$ cat src/rtl/ahb_subordinate_sram.sv
// AHB subordinate over a DEPTH x DATA_WDT register file; define AHB_SUB_RETRY_EN for periodic two-cycle RETRY.
// Data phase ends after WAIT_STATES hready-low cycles; ERROR/RETRY are two-cycle responses.
module ahb_subordinate_sram #(
  parameter int DATA_WDT     = 32,
  parameter int DEPTH        = 64,
  parameter int WAIT_STATES  = 0,
  parameter int RETRY_PERIOD = 4
) (
  input  logic                i_hclk,
  input  logic                i_hreset_n,
  input  logic                i_hsel,
  input  logic [31:0]         i_haddr,
  input  logic [1:0]          i_htrans,
  input  logic                i_hwrite,
  input  logic [2:0]          i_hsize,
  input  logic [2:0]          i_hburst,
  input  logic [DATA_WDT-1:0] i_hwdata,
  input  logic                i_hready,
  output logic [DATA_WDT-1:0] o_hrdata,
  output logic                o_hready,
  output logic [1:0]          o_hresp
);

  localparam int NB   = DATA_WDT / 8;
  localparam int OFFW = $clog2(NB);
  localparam int AW   = $clog2(DEPTH);
  localparam logic [31:0] MEM_BYTES = 32'(DEPTH * NB);

  typedef enum logic [1:0] {HT_IDLE = 2'b00, HT_BUSY = 2'b01, HT_NONSEQ = 2'b10, HT_SEQ = 2'b11} t_htrans;
  typedef enum logic [1:0] {HR_OKAY = 2'b00, HR_ERROR = 2'b01, HR_RETRY = 2'b10, HR_SPLIT = 2'b11} t_hresp;
`ifdef AHB_SUB_RETRY_EN
  typedef enum logic [2:0] {ST_IDLE, ST_WAIT, ST_DATA, ST_ERR1, ST_ERR2, ST_RTY1, ST_RTY2} t_state;
  localparam int RCW = $clog2(RETRY_PERIOD + 1);
  logic [RCW-1:0] rcnt_q, rcnt_d;
`else
  typedef enum logic [2:0] {ST_IDLE, ST_WAIT, ST_DATA, ST_ERR1, ST_ERR2} t_state;
  localparam int unused_retry_period = RETRY_PERIOD;
`endif

  t_state              state_q, state_d;
  logic                hready_q, hready_d;
  logic [1:0]          hresp_q, hresp_d;
  logic [DATA_WDT-1:0] hrdata_q, hrdata_d;
  logic [AW-1:0]       word_q, word_d;
  logic                write_q, write_d;
  logic [NB-1:0]       strb_q, strb_d;
  logic [2:0]          wcnt_q, wcnt_d;
  logic [DATA_WDT-1:0] mem_q [DEPTH];
  logic [DATA_WDT-1:0] mem_d [DEPTH];

  logic [31:0]         size_bytes, lane_off;
  logic [AW-1:0]       acc_word;
  logic [NB-1:0]       acc_strb;
  logic                acc_err, addr_vld, commit;
  logic [DATA_WDT-1:0] wr_word;
  logic                unused_ok;

  assign unused_ok = ^i_hburst;
  assign o_hready  = hready_q;
  assign o_hresp   = hresp_q;
  assign o_hrdata  = hrdata_q;

  always_comb begin
    size_bytes = 32'd1 << i_hsize;
    lane_off   = i_haddr & 32'(NB - 1);
    acc_word   = i_haddr[OFFW +: AW];
    for (int b = 0; b < NB; b++) begin
      acc_strb[b]       = (32'(b) >= lane_off) && (32'(b) < lane_off + size_bytes);
      wr_word[8*b +: 8] = strb_q[b] ? i_hwdata[8*b +: 8] : mem_q[word_q][8*b +: 8];
    end
    acc_err  = (i_haddr >= MEM_BYTES) || (size_bytes > 32'(NB)) ||
               ((i_haddr & (size_bytes - 32'd1)) != 32'd0);
    addr_vld = i_hsel && i_hready && (i_htrans == HT_NONSEQ || i_htrans == HT_SEQ);
    commit   = (state_q == ST_DATA) && write_q;

    mem_d = mem_q;
    if (commit) mem_d[word_q] = wr_word;

    state_d  = state_q;
    hready_d = hready_q;
    hresp_d  = hresp_q;
    hrdata_d = hrdata_q;
    word_d   = word_q;
    write_d  = write_q;
    strb_d   = strb_q;
    wcnt_d   = wcnt_q;
`ifdef AHB_SUB_RETRY_EN
    rcnt_d   = rcnt_q;
`endif

    case (state_q)
      ST_WAIT: begin
        if (wcnt_q == 3'd0) begin
          state_d  = ST_DATA;
          hready_d = 1'b1;
          hrdata_d = mem_q[word_q];
        end else begin
          wcnt_d = wcnt_q - 3'd1;
        end
      end
      ST_ERR1: begin
        state_d  = ST_ERR2;
        hready_d = 1'b1;
      end
`ifdef AHB_SUB_RETRY_EN
      ST_RTY1: begin
        state_d  = ST_RTY2;
        hready_d = 1'b1;
      end
`endif
      default: begin
        // IDLE, DATA and the second cycle of ERROR/RETRY all take a new address phase
        state_d  = ST_IDLE;
        hready_d = 1'b1;
        hresp_d  = HR_OKAY;
        if (addr_vld) begin
          word_d  = acc_word;
          write_d = i_hwrite;
          strb_d  = acc_strb;
`ifdef AHB_SUB_RETRY_EN
          if (i_htrans == HT_NONSEQ && rcnt_q == RCW'(RETRY_PERIOD - 1)) begin
            rcnt_d   = '0;
            state_d  = ST_RTY1;
            hready_d = 1'b0;
            hresp_d  = HR_RETRY;
          end else begin
            if (i_htrans == HT_NONSEQ) rcnt_d = rcnt_q + 1'b1;
`endif
            if (acc_err) begin
              state_d  = ST_ERR1;
              hready_d = 1'b0;
              hresp_d  = HR_ERROR;
            end else if (WAIT_STATES > 0) begin
              state_d  = ST_WAIT;
              hready_d = 1'b0;
              wcnt_d   = 3'(WAIT_STATES - 1);
            end else begin
              state_d  = ST_DATA;
              // a write retiring this edge to the same word must be visible to the read
              hrdata_d = (commit && word_q == acc_word) ? wr_word : mem_q[acc_word];
            end
`ifdef AHB_SUB_RETRY_EN
          end
`endif
        end
      end
    endcase
  end

  always_ff @(posedge i_hclk or negedge i_hreset_n) begin
    if (!i_hreset_n) begin
      state_q  <= ST_IDLE;
      hready_q <= 1'b1;
      hresp_q  <= HR_OKAY;
      hrdata_q <= '0;
      word_q   <= '0;
      write_q  <= 1'b0;
      strb_q   <= '0;
      wcnt_q   <= '0;
`ifdef AHB_SUB_RETRY_EN
      rcnt_q   <= '0;
`endif
      for (int i = 0; i < DEPTH; i++) mem_q[i] <= '0;
    end else begin
      state_q  <= state_d;
      hready_q <= hready_d;
      hresp_q  <= hresp_d;
      hrdata_q <= hrdata_d;
      word_q   <= word_d;
      write_q  <= write_d;
      strb_q   <= strb_d;
      wcnt_q   <= wcnt_d;
`ifdef AHB_SUB_RETRY_EN
      rcnt_q   <= rcnt_d;
`endif
      for (int i = 0; i < DEPTH; i++) mem_q[i] <= mem_d[i];
    end
  end

endmodule

$ cat config.mk
export PLATFORM = sky130hd
export DESIGN_NAME = ahb_subordinate_sram
export DESIGN_NICKNAME = d
export VERILOG_FILES = /design/src/rtl/ahb_subordinate_sram.sv
export SDC_FILE = /design/constraint.sdc
export NUM_CORES = 2
export LEC_CHECK = 0
export ABC_AREA = 0
export BUFFER_PORTS_ARGS = -buffer_cell sky130_fd_sc_hd__buf_2
export CAP_MARGIN = 30
export CORE_MARGIN = 2
export CORE_UTILIZATION = 50
export CTS_CLUSTER_DIAMETER = 120
export CTS_CLUSTER_SIZE = 12
export DETAILED_ROUTE_END_ITERATION = 10
export PLACE_DENSITY_LB_ADDON = 0.3
export SETUP_SLACK_MARGIN = 0.05
export SYNTH_ARGS = -nofsm -noshare
export SYNTH_HDL_FRONTEND = slang
export SYNTH_SLANG_ARGS = --single-unit
$ cat constraint.sdc
create_clock -name i_hclk -period 2.98 [get_ports i_hclk]
set_input_delay 0.149 -clock i_hclk [delete_from_list [all_inputs] [get_ports i_hclk]]
set_output_delay 0.149 -clock i_hclk [all_outputs]
set_load 0.005 [all_outputs]
==> run metrics <==
core box area 222300 um^2; CP startpoint kind register; Layout Utilization 0.5902; fraction of layout cells with a size suffix above 1 0.5283; largest net degree at the start of global routing 136; initial core utilization 0.5030; Reg area 52540 um^2; Fin. Hold Viols 0; Lkg Pwr 54.49 nW; synthesized instance count 7776; Slew @ Worst Pin 0.9571 ns; total gr overflow 0; Worst R2R Setup Slack -0.33 ns; RSZ-0062 raised after global routing true; Data required, critical path 3.72 ns; sequential-to-total area share from yosys stat 0.4697; Buf/Inv on CP 7; Crit path largest cell delay 0.46 ns; hold path depth 5; Worst-Skew Late Latency 0.93 ns; Post-Syn Area per Cell 14.38 um^2; Yosys cell types 82; Post-synth EDFFs 0; CP arrival 4.05 ns; status complete, but fails checks; drt wl/cell 38.34 um; Post-Syn Nets 7860; FF-to-FF End mem_q[1118]$_DFFE_PN0P_; Max Cap Viol 0; R2R cell count 13; CTS Buffer Depth 3; area leader, netlist dfrtp_1; Yosys reg bits 2099; Final Power 74.75 mW; CTS tree yes; fmax 302.3 MHz; WHS Endpoint o_hrdata[24]$_DFFE_PN0P_; via count 80970; final WL 430.0 mm; gpl congestion 0.9573; Hold Startpoint i_hwdata[24]; failing checks setup timing; asr flop ratio synth 1.000; port bufs 106; Top Family by Delay on Critical Path buffers and inverters; area of the multi-input gates 57150 um^2; initial antenna violation count 22; CP most frequent cell buf_16; # fillers 16830; Sink Count 2099; DRT antenna net count 0; nets 8283; DRT Pass-1 Iters 9; setup ws final -0.3277 ns; # DRC 0; DR vias/cell 7.221; endpoint type of the worst setup path register; worst vdd rail ir drop 0.6842 mV; Area growth syn-to-layout 17.33%; fin crit share 1.110; die area 227500 um^2; H-tree Lvls 4; relative slew slack 0.3606; # rows 173; vias in the first global route 81720; dpl hpwl 274.9 mm; clock slew at reported path FFs 0.07 ns; chip width 476.9 um; R2R Path Start word_q[0]$_DFFE_PN0P_; initial drt markers 11070; Setup Crit Path Kind reg2reg; worst-path fanout max 12; crit path time final 3.308 ns; critical path's slowest cell mux4_2; final clock skew 0.05302 ns; Main synth FF type dfrtp_1; first-pass GRT wire length 609.7 mm; largest cells by area after synthesis dfrtp_1, mux2_2, mux4_2, mux2i_1, clkbuf_1; CTS root buffer clkbuf_16; total global-route track usage 0.3745; most common cell in the netlist dfrtp_1; final slew viol count 0; mapped cell area 111800 um^2; I/O pins 112; Synth top area share 0.4695; CTS buffer count 193; power per cell area 569.7 nW/um^2; HP Class in2reg; setup violators final 2068; critical path, cell by cell buf_12 > buf_16 > buf_16 > buf_16 > mux2_2 > mux4_2 > a222oi_1 > buf_4 > nand4_1 > o21ai_4 > buf_6 > buf_16 > o21ai_0; synth cell count leaders dfrtp_1, mux2_2, mux4_2; yosys warns 0; Die H 476.9 um
[registers in the layout (all words and copies together), names as in the netlist]
name / count
mem_q: 2048
o_hrdata: 32
word_q: 6
strb_q: 4
state_q: 3
wcnt_q: 3
o_hready: 1
o_hresp: 1
write_q: 1
[metal layers]
metal | GRT usage | wire (um) | up-vias
met2 | 0.5338 | 184100 | 5710
met4 | 0.2508 | 34540 | 18
met5 | 0 | 230 | -
li1 | - | - | 30970
met1 | 0.4903 | 155500 | 42750
met3 | 0.1193 | 55650 | 1526
[tightest hold or removal path: stages]
cell and delay [ns]:
buf_2 0.13, nor2_1 0.19, a2111oi_0 0.11, buf_1 0.13, a22o_1 0.19
[layout by cell type (no fill, tap or decap), types with 20 or more instances in the layout]
master / n
mux2i_4: 21
buf_2: 101
buf_16: 26
mux4_2: 837
nor2_4: 33
nand3_1: 83
nor2_1: 60
buf_4: 516
a2111oi_0: 25
a211o_1: 20
a22o_1: 54
clkbuf_16: 206
mux2i_1: 373
nand2_4: 25
or3_1: 40
a31oi_1: 23
o21ai_1: 27
mux2_2: 2037
inv_1: 33
a22oi_2: 57
dfrtp_1: 2093
o21ai_0: 70
a21oi_1: 90
o22ai_1: 108
a221oi_1: 54
dlygate4sd3_1: 47
o221ai_1: 114
nand2_1: 256
a22oi_1: 122
nand4_1: 31
buf_12: 300
buf_6: 33
[area by class of cell]
| class | instances | area share |
|---|---|---|
| tap | 2975 | 0.02837 |
| antenna | 15 | 0.0002861 |
| sequential | 2099 | 0.4004 |
| clock inverter | 13 | 0.001869 |
| clock buffer | 207 | 0.03786 |
| timing repair buffer | 1045 | 0.09452 |
| multi-input combinational | 4823 | 0.4356 |
| inverter | 37 | 0.001097 |
[through the flow]
stage / cells / worst slack, ns / setup TNS [ns] / hold slack, ns / instance area (um^2)
after floorplan: 7776 / 0.1565 / 0 / -0.1466 / 111800
after global placement: 10850 / -1.232 / -1221.40 / 0.1730 / 123200
after detailed placement: 10850 / -0.9378 / -1086.25 / 0.1668 / 123200
after CTS: 11160 / -0.2970 / -442.00 / 0.004895 / 130300
after global routing: 11200 / -0.3930 / -602.31 / 0.07529 / 131200
final: 11210 / -0.3277 / -480.25 / 0.02537 / 131200
[power by group]
| part | switching, mW | total, mW | internal (mW) |
|---|---|---|---|
| clock | 11.1 | 22.9 | 11.7 |
| sequential | 1.60 | 32.0 | 30.4 |
| combinational | 10.4 | 19.9 | 9.50 |
[worst max-delay path by stage]
stage,slack (ns),cells past startpoint,end,start
3_5_place_dp,-0.94,10,mem_q[1662]$_DFFE_PN0P_,word_q[0]$_DFFE_PN0P_
4_1_cts,-0.30,12,mem_q[1760]$_DFFE_PN0P_,word_q[0]$_DFFE_PN0P_
6_report,-0.33,13,mem_q[1118]$_DFFE_PN0P_,word_q[0]$_DFFE_PN0P_
3_3_place_gp,-1.23,8,o_hrdata[24]$_DFFE_PN0P_,word_q[1]$_DFFE_PN0P_
2_1_floorplan,0.16,10,mem_q[1304]$_DFFE_PN0P_,word_q[0]$_DFFE_PN0P_
5_1_grt,-0.39,13,mem_q[510]$_DFFE_PN0P_,word_q[0]$_DFFE_PN0P_
[kinds of logic after synthesis]
group | Yosys count | share of synthesized area
multiplexers | 3279 | 0.4101
XOR/XNOR | 8 | 0.0006265
flip-flops | 2099 | 0.4697
buffers and inverters | 854 | 0.03410
other | 1 | 0.00003353
adder cells (fa/ha/maj) | 7 | 0.0008503
AND/OR/NAND/NOR | 698 | 0.03085
AO/OA/AOI/OAI | 830 | 0.05370
[what timing repair did]
action,in CTS,in global routing
buffers inserted,29,32
cloned,14,9
hold buffers,48,0
endpoints found under the hold margin,1796,0
resized for setup,149,92
pin swaps,28,28
setup endpoints to repair,2080,2083
(Power assumes the default switching activity.)
